$ cat config.mk
export PLATFORM = sky130hd
export DESIGN_NAME = audio_sample_feeder
export DESIGN_NICKNAME = d
export VERILOG_FILES = /design/src/rtl/audio_feeder_pkg.sv /design/src/rtl/audio_sample_feeder_fifo.sv /design/src/rtl/audio_sample_feeder.sv
export SDC_FILE = /design/constraint.sdc
export NUM_CORES = 1
export LEC_CHECK = 0
export CAP_MARGIN = 10
export CORE_ASPECT_RATIO = 1.2
export CORE_UTILIZATION = 31
export DETAILED_ROUTE_END_ITERATION = 7
export GPL_ROUTABILITY_DRIVEN = 0
export RECOVER_POWER = 50
export SKIP_CTS_REPAIR_TIMING = 1
export SYNTH_ARGS = -nofsm -noshare
export SYNTH_HDL_FRONTEND = slang
export SYNTH_HIERARCHICAL = 1
export SYNTH_SLANG_ARGS = --single-unit
$ cat constraint.sdc
create_clock -name clock -period 7.82 [get_ports clock]
set_input_delay 1.173 -clock clock [delete_from_list [all_inputs] [get_ports clock]]
set_output_delay 1.173 -clock clock [all_outputs]
set_load 0.01 [all_outputs]
$ cat src/rtl/audio_feeder_pkg.sv
// Shared types, default rates and sample conversion for the audio sample feeder.
// Volume attenuation is compiled in only when AUDIO_FEEDER_VOLUME_EN is defined.
package audio_feeder_pkg;

  typedef enum logic [1:0] {
    ST_IDLE,
    ST_WRITE,
    ST_GAP
  } state_t;

  localparam int CLK_HZ_DEF    = 50_000_000;
  localparam int SAMPLE_HZ_DEF = 48_000;
  localparam int IN_W_DEF      = 7;
  localparam int OUT_W_DEF     = 32;
  localparam int MIDPOINT      = 2 ** (IN_W_DEF - 1);

  // Recentre, left-justify into out_w bits, then attenuate by (7-vol).
  function automatic logic [63:0] to_sample(
    input logic [15:0] wave,
    input logic [2:0]  vol,
    input int          in_w,
    input int          out_w
  );
    logic signed [63:0] s;
    s = $signed({48'd0, wave}) - (64'sd1 <<< (in_w - 1));
    s = s <<< (out_w - in_w);
    s = s >>> (3'd7 - vol);
    return s;
  endfunction

endpackage

$ cat src/rtl/audio_sample_feeder_fifo.sv
// Single-clock show-ahead sample FIFO with occupancy count.
// Pushes to a full FIFO are ignored; pops of an empty FIFO are ignored.
module sample_fifo #(
  parameter int DATA_W = 32,
  parameter int DEPTH  = 8,
  localparam int AW    = $clog2(DEPTH)
) (
  input  logic              clock,
  input  logic              reset,
  input  logic              push,
  input  logic              pop,
  input  logic [DATA_W-1:0] din,
  output logic [DATA_W-1:0] dout,
  output logic              full,
  output logic              empty,
  output logic [AW:0]       level
);

  logic [DATA_W-1:0] r_mem [DEPTH];
  logic [AW-1:0]     r_wr;
  logic [AW-1:0]     r_rd;
  logic [AW:0]       r_cnt;
  logic              w_do_push;
  logic              w_do_pop;

  assign full      = (r_cnt == (AW+1)'(DEPTH));
  assign empty     = (r_cnt == '0);
  assign level     = r_cnt;
  assign dout      = r_mem[r_rd];
  assign w_do_push = push & ~full;
  assign w_do_pop  = pop & ~empty;

  always_ff @(posedge clock) begin
    if (reset) begin
      r_wr  <= '0;
      r_rd  <= '0;
      r_cnt <= '0;
    end else begin
      if (w_do_push) r_wr <= r_wr + 1'b1;
      if (w_do_pop)  r_rd <= r_rd + 1'b1;
      r_cnt <= r_cnt + (AW+1)'(w_do_push)
                     - (AW+1)'(w_do_pop);
    end
  end

  always_ff @(posedge clock) begin
    if (w_do_push) r_mem[r_wr] <= din;
  end

endmodule

$ cat src/rtl/audio_sample_feeder.sv
// Samples the synth wave at the codec rate and feeds mono samples to the audio controller.
// Define AUDIO_FEEDER_VOLUME_EN to add the 3-bit volume attenuation input.
module audio_sample_feeder
  import audio_feeder_pkg::*;
#(
  parameter int CLK_HZ     = CLK_HZ_DEF,
  parameter int SAMPLE_HZ  = SAMPLE_HZ_DEF,
  parameter int IN_W       = IN_W_DEF,
  parameter int OUT_W      = OUT_W_DEF,
  parameter int FIFO_DEPTH = 8,
  localparam int LW        = $clog2(FIFO_DEPTH) + 1
) (
  input  logic             clock,
  input  logic             reset,
  input  logic             enable,
  input  logic [IN_W-1:0]  wave_in,
`ifdef AUDIO_FEEDER_VOLUME_EN
  input  logic [2:0]       volume,
`endif
  input  logic             audio_out_allowed,
  output logic             write_audio_out,
  output logic [OUT_W-1:0] left_channel_audio_out,
  output logic [OUT_W-1:0] right_channel_audio_out,
  output logic             overflow,
  output logic [LW-1:0]    fifo_level
);

  localparam int DIV = CLK_HZ / SAMPLE_HZ;
  localparam int CW  = $clog2(DIV);

  logic [CW-1:0]    r_cnt;
  logic             w_wrap;
  logic             w_tick;
  logic             r_push;
  logic [OUT_W-1:0] r_sample;
  logic [OUT_W-1:0] r_last;
  logic             r_ovf;
  logic [2:0]       w_vol;
  logic [OUT_W-1:0] w_head;
  logic             w_full;
  logic             w_empty;
  logic             w_pop;
  logic             w_write;
  state_t           r_state;
  state_t           w_next;

`ifdef AUDIO_FEEDER_VOLUME_EN
  assign w_vol = volume;
`else
  assign w_vol = 3'd7;
`endif

  assign w_wrap = (r_cnt == CW'(DIV - 1));
  assign w_tick = w_wrap & enable;

  always_ff @(posedge clock) begin
    if (reset) begin
      r_cnt    <= '0;
      r_push   <= 1'b0;
      r_sample <= '0;
      r_ovf    <= 1'b0;
    end else begin
      r_cnt  <= w_wrap ? '0 : r_cnt + 1'b1;
      r_push <= w_tick;
      if (w_tick)
        r_sample <= OUT_W'(to_sample(16'(wave_in),
                                     w_vol, IN_W, OUT_W));
      if (r_push & w_full) r_ovf <= 1'b1;
    end
  end

  sample_fifo #(
    .DATA_W (OUT_W),
    .DEPTH  (FIFO_DEPTH)
  ) u_fifo (
    .clock (clock),
    .reset (reset),
    .push  (r_push),
    .pop   (w_pop),
    .din   (r_sample),
    .dout  (w_head),
    .full  (w_full),
    .empty (w_empty),
    .level (fifo_level)
  );

  always_ff @(posedge clock) begin
    if (reset) begin
      r_state <= ST_IDLE;
      r_last  <= '0;
    end else begin
      r_state <= w_next;
      if (w_write) r_last <= w_head;
    end
  end

  // The GAP cycle lets the controller refresh audio_out_allowed.
  always_comb begin
    w_next  = r_state;
    w_pop   = 1'b0;
    w_write = 1'b0;
    unique case (r_state)
      ST_IDLE: begin
        if (!w_empty && audio_out_allowed)
          w_next = ST_WRITE;
      end
      ST_WRITE: begin
        w_write = 1'b1;
        w_pop   = 1'b1;
        w_next  = ST_GAP;
      end
      ST_GAP:  w_next = ST_IDLE;
      default: w_next = ST_IDLE;
    endcase
  end

  assign write_audio_out         = w_write;
  assign left_channel_audio_out  = w_write ? w_head : r_last;
  assign right_channel_audio_out = w_write ? w_head : r_last;
  assign overflow                = r_ovf;

endmodule
==> impl_metrics.env, run 1 <==
export IMPL_outcome="complete, but fails checks"
export IMPL_violations="max-capacitance violations, max-slew violations"
export IMPL_endpoint_kind="primary output"
export IMPL_syn_area_per_cell_um2=18.8
export IMPL_path_max_fanout=35
export IMPL_worstHoldPathType="reg2reg"
export IMPL_finalHoldViolations=0
export IMPL_ys_seq_elements=323
export IMPL_cap_violations=5
export IMPL_grt_pass1_wl_mm=36.2
export IMPL_antenna_found_initial=0
export IMPL_die_area_mm2=0.0424
export IMPL_cts_sinks=323
export IMPL_post_route_drc_count=0
export IMPL_relSlewSlack=-1.08
export IMPL_fin_worst_skew_ns=0.0118
export IMPL_drtAntennaViolNets=0
export IMPL_required_ns=6.65
export IMPL_crit_type="reg2out"
export IMPL_async_reset_ff_frac=0
export IMPL_root_buffer="clkbuf_16"
export IMPL_numCtsBuffers=31
export IMPL_path_clk_slew_ns=0.07
export IMPL_synthFlopType="edfxtp_1"
export IMPL_wl_per_cell_um=15.4
export IMPL_wl_mm=23.3
export IMPL_syn2layout_area_growth_pct=22.3
export IMPL_synth_seq_area_share=0.701
export IMPL_via_per_inst=4.11
export IMPL_clock_latency_ns=0.57
export IMPL_tightest_slew_ns=3.13
export IMPL_yosysWarnings=6
export IMPL_rows=81
export IMPL_ios=81
export IMPL_cts_tree="built"
export IMPL_fin_crit_ns=4.93
export IMPL_drive_gt1_frac=0.154
export IMPL_numPlacedInstances=1456
export IMPL_final_nets=971
export IMPL_synthAdderAreaFrac=0.0103
export IMPL_via_count=6225
export IMPL_cellLeakagePower_nw=5.23
export IMPL_ys_types=41
export IMPL_grt_max_degree=67
export IMPL_synth_edf_count=256
export IMPL_fin_crit_sh=0.630
export IMPL_synthesis_area_mm2=0.0129
export IMPL_grt_pass1_vias=6335
export IMPL_grtUsageTotal=0.112
export IMPL_layout_cells_non_filler=1514
export IMPL_io_buffers=80
export IMPL_core_area_mm2=0.0408
export IMPL_overflow=0
export IMPL_rsz0062_at_grt="false"
export IMPL_n_antenna_cell=0
export IMPL_first_iter_violations=279
export IMPL_critPathLaunchType="flip-flop"
export IMPL_synth_compound_area_frac=0.0106
export IMPL_utilization=0.386
export IMPL_fmax_ghz=0.203
export IMPL_ir_drop_mv=0.152
export IMPL_synthSimpleGateAreaFrac=0.0505
export IMPL_synth_top_family_by_area="multiplexers"
export IMPL_critical_path_arrival_ns=3.76
export IMPL_die_h_um=225
export IMPL_die_x_um=188
export IMPL_start_util=0.316
export IMPL_dr_pass1_iters=4
export IMPL_synthMuxAreaShare=0.189
export IMPL_dpl_hpwl_mm=13.1
export IMPL_powerDensity_mw_per_mm2=210
export IMPL_cts_htree_levels=1
export IMPL_drv_slew=170
export IMPL_synthXorXnorAreaFrac=0.00340
export IMPL_final_common_cell="edfxtp_1"
export IMPL_tns_ns=0
export IMPL_clock_path_buffers=3
export IMPL_netlist_instances=686
export IMPL_final_cell_mix="256 x edfxtp_1, 200 x conb_1, 79 x clkdlybuf4s50_1, 64 x dfxtp_1, 61 x mux2_2"
export IMPL_setup_viol=0
export IMPL_timing_hold_ws_ns=0.475
==> critical path, cell delays in order (launching register included) <==
cell and delay, ns:
dfxtp_4 0.78, buf_4 0.59, mux4_1 0.65, mux2_2 0.29, mux2_2 0.29, clkdlybuf4s50_1 0.54
==> layout make-up <==
type                            count  area, um2
Clock buffer                       45        885
Multi-Input combinational cell    490       4160
Inverter                            9       33.8
Clock inverter                     13       92.6
Timing Repair Buffer               95        878
Fill cell                        3733      25100
Sequential cell                   323       9030
Tap cell                          539        674
==> Yosys cell counts (all sizes together), types with 7 or more instances <==
cell type | number | area share
nand2b | 18 | 0.0087
edfxtp | 256 | 0.60
buf | 54 | 0.030
mux2i | 8 | 0.0062
clkbuf | 9 | 0.0026
ha | 9 | 0.0087
nor2 | 15 | 0.0044
mux4 | 64 | 0.12
dfxtp | 67 | 0.10
mux2 | 68 | 0.059
nor2b | 40 | 0.019
nand2 | 9 | 0.0028
inv | 9 | 0.0026
o21ai | 7 | 0.0027
a21oi | 13 | 0.0053
==> stage by stage <==
step	worst slack [ns]	power, mW	cell area [um2]
2_1_floorplan	3.29	1.90	13600
5_1_grt	2.66	3.42	15800
3_5_place_dp	3.34	1.91	14900
6_report	2.89	3.31	15800
3_3_place_gp	3.37	1.91	14900
4_1_cts	2.72	3.35	15800
==> per-layer routing <==
| metal | vias to the layer above | track usage | share of wire | routed length (um) |
|---|---|---|---|---|
| li1 | 2998 | - | - | - |
| met1 | 3096 | 0.141 | 0.44 | 10200 |
| met2 | 99 | 0.194 | 0.50 | 11700 |
| met3 | 32 | 0.0190 | 0.040 | 932 |
| met4 | 0 | 0.0393 | 0.023 | 532 |
| met5 | - | 0 | 0 | 0 |
==> power by group <==
group	switching, mW	internal (mW)	leakage (nW)
combinational	0.0205	0.00815	2.02
sequential	0.00171	1.85	2.72
clock	0.616	0.816	0.487
total	0.638	2.67	5.23
==> registers in the layout, summed over array words and instances (netlist names), named ones only <==
signal	flops
r_cnt	11
r_sample	7
r_state	2
r_push	1
u_fifo/r_wr	3
u_fifo/r_mem	256
u_fifo/level	4
r_last	32
u_fifo/r_rd	3
overflow	1
==> cell families (layout without fill, tap and decap cells) <==
group,count (synthesis),after routing
other,1,200
and+or+nand+nor,111,111
adders and majority gates,10,10
DFF,323,323
AOI/OAI and AO/OA,24,24
buffers and inverters,72,162
xor gates and xnor gates,5,5
muxes,140,140
==> worst paths after layout <==
kind                                               endpoint            start  cells after the start  slack [ns]
worst max register to register          u_fifo/r_mem[2][24]  u_fifo/level[2]                      6        4.24
worst min register to register                     r_cnt[0]         r_cnt[0]                      1        0.48
worst max-delay path            right_channel_audio_out[20]        flip-flop                      5        2.89
worst min-delay path                               r_cnt[0]         r_cnt[0]                      1        0.48
Power figures use the tool's default switching activity.
==> run 2: changes to the inputs <==
==> constraint.sdc (replaced) <==
create_clock -name clock -period 5.1 [get_ports clock]
set_input_delay 0.765 -clock clock [delete_from_list [all_inputs] [get_ports clock]]
set_output_delay 0.765 -clock clock [all_outputs]
set_load 0.01 [all_outputs]
==> run 2 against run 1 <==
  * The run still ends with max-capacitance violations, max-slew violations left
  * Global-route usage increased by 0.29 points
  * Sequential cell count unchanged
  * Clock skew decreased by 0.0035 ns
  * Register-to-register slack got worse by 2.5 ns
  * Via count increased by 0.92%
  * First-iteration DRC count increased by 20%
  * Non-clock buffer count increased by 4
  * Total power increased by 56%
  * Clock-buffer cell count decreased by 4
  * Critical path depth unchanged
  * Final cell count increased by 0.26%
  * Design area increased by 0.48%
==> impl_metrics.env, run 2 (same netlist as run 1, synthesis figures left out) <==
export IMPL_critical_path_arrival_ns=3.37
export IMPL_grt_pass1_wl_mm=36.8
export IMPL_start_util=0.316
export IMPL_cts_sinks=323
export IMPL_crit_top_cell="mux2_2"
export IMPL_fill_cells=3769
export IMPL_critPathLaunchType="flip-flop"
export IMPL_via_per_inst=4.14
export IMPL_rows=81
export IMPL_timing_critical_path_cells="buf_4, mux4_1, mux2_2, mux2_2, clkdlybuf4s50_1"
export IMPL_clock_latency_ns=0.56
export IMPL_core_area_mm2=0.0408
export IMPL_finalHoldViolations=0
export IMPL_fin_crit_sh=0.811
export IMPL_grt_max_degree=52
export IMPL_crit_slowest_cell="dfxtp_4"
export IMPL_setup_viol=0
export IMPL_largest_reg_flops=256
export IMPL_layout_cells_non_filler=1518
export IMPL_worstHoldPathType="reg2reg"
export IMPL_fin_crit_ns=4.14
export IMPL_crit_type="reg2out"
export IMPL_die_x_um=188
export IMPL_numPlacedInstances=1460
export IMPL_grt_pass1_vias=6377
export IMPL_drive_gt1_frac=0.157
export IMPL_die_h_um=225
export IMPL_ir_drop_mv=0.209
export IMPL_outcome="complete, but fails checks"
export IMPL_violations="max-capacitance violations, max-slew violations"
export IMPL_die_area_mm2=0.0424
export IMPL_drtAntennaViolNets=0
export IMPL_endpoint_kind="primary output"
export IMPL_final_common_cell="edfxtp_1"
export IMPL_cap_violations=4
export IMPL_fmax_ghz=0.242
export IMPL_via_count=6282
export IMPL_grtUsageTotal=0.115
export IMPL_ios=81
export IMPL_cellLeakagePower_nw=5.25
export IMPL_power_total_mw=5.16
export IMPL_rr_startpoint="u_fifo/level[2]"
export IMPL_first_iter_violations=336
export IMPL_path_max_fanout=34
export IMPL_setup_worst_path_end="right_channel_audio_out[24]"
export IMPL_top_register="u_fifo/r_mem"
export IMPL_post_route_drc_count=0
export IMPL_fin_worst_skew_ns=0.00824
export IMPL_tns_ns=0
export IMPL_path_clk_slew_ns=0.07
export IMPL_n_antenna_cell=0
export IMPL_drv_slew=132
export IMPL_reg2regPathDepth=6
export IMPL_place_ws_ns=1.48
export IMPL_required_ns=4.34
export IMPL_cpLargestDelayFamily="multiplexers"
export IMPL_wl_mm=23.8
export IMPL_min_from="r_cnt[0]"
export IMPL_rsz0062_at_grt="false"
export IMPL_numCtsBuffers=31
export IMPL_final_nets=975
export IMPL_clock_path_buffers=3
export IMPL_dpl_hpwl_mm=14.1
export IMPL_timing_hold_ws_ns=0.474
export IMPL_antenna_found_initial=0
export IMPL_reg_top3="u_fifo/r_mem x256, r_last x32, r_cnt x11"
export IMPL_final_setup_worst_slack_ns=0.964
export IMPL_r2r_slack_ns=1.71
export IMPL_wl_per_cell_um=15.7
export IMPL_tightest_slew_ns=2.50
export IMPL_path_buf_inv=2
export IMPL_root_buffer="clkbuf_16"
export IMPL_cp_slowest_stage_delay_ns=0.77
export IMPL_r2r_end="u_fifo/r_mem[4][8]"
export IMPL_cts_tree="built"
export IMPL_relSlewSlack=-0.666
export IMPL_io_buffers=80
export IMPL_overflow=0
export IMPL_crit_cells=5
export IMPL_dr_pass1_iters=4
export IMPL_syn2layout_area_growth_pct=22.9
export IMPL_cts_htree_levels=1
export IMPL_final_cell_mix="256 x edfxtp_1, 200 x conb_1, 76 x clkdlybuf4s50_1, 64 x dfxtp_1, 61 x mux2_2"
export IMPL_powerDensity_mw_per_mm2=326
==> run 2: cell types whose count changed in the layout (fill, tap and decap cells not counted), sizes merged <==
cell / previous run / this run
clkdlybuf4s50: 79 / 76
clkbuf: 53 / 50
buf: 8 / 11
bufinv: 1 / 4
clkinv: 11 / 7
dlygate4sd3: 0 / 3
clkinvlp: 0 / 5
==> run 2: final cells by class <==
cell class | instances | area, um2 | share of cell area
Clock inverter | 17 | 195 | 0.0123
Sequential cell | 323 | 9030 | 0.571
Multi-Input combinational cell | 490 | 4170 | 0.263
Timing Repair Buffer | 99 | 907 | 0.0573
Inverter | 9 | 33.8 | 0.00213
Tap cell | 539 | 674 | 0.0426
Clock buffer | 41 | 823 | 0.0520
==> run 2: routing by layer <==
metal / track usage / share of wire
met2: 0.201 / 0.51
met1: 0.144 / 0.44
met4: 0.0417 / 0.023
met5: 0 / 0
met3: 0.0162 / 0.034
==> run 2: worst min path at each step <==
stage          slack (ns)  cells after the start         end
3_3_place_gp         0.45                      1    r_cnt[0]
2_1_floorplan        0.40                      1  r_state[0]
4_1_cts              0.48                      1    r_cnt[0]
3_5_place_dp         0.46                      1    r_cnt[0]
5_1_grt              0.50                      1  r_state[0]
6_report             0.47                      1    r_cnt[0]
==> run 2: through the flow <==
step	util	area, um2
after CTS	0.389	15900
final	0.388	15800
after global placement	0.365	14900
after detailed placement	0.365	14900
after global routing	0.388	15800
after floorplan	-	13600
==> run 2: where the power goes <==
part | switching (mW) | leakage, nW | internal (mW)
Combinational | 0.0318 | 2.05 | 0.0120
Clock | 0.949 | 0.482 | 1.34
Sequential | 0.00256 | 2.72 | 2.83
Total | 0.983 | 5.25 | 4.18
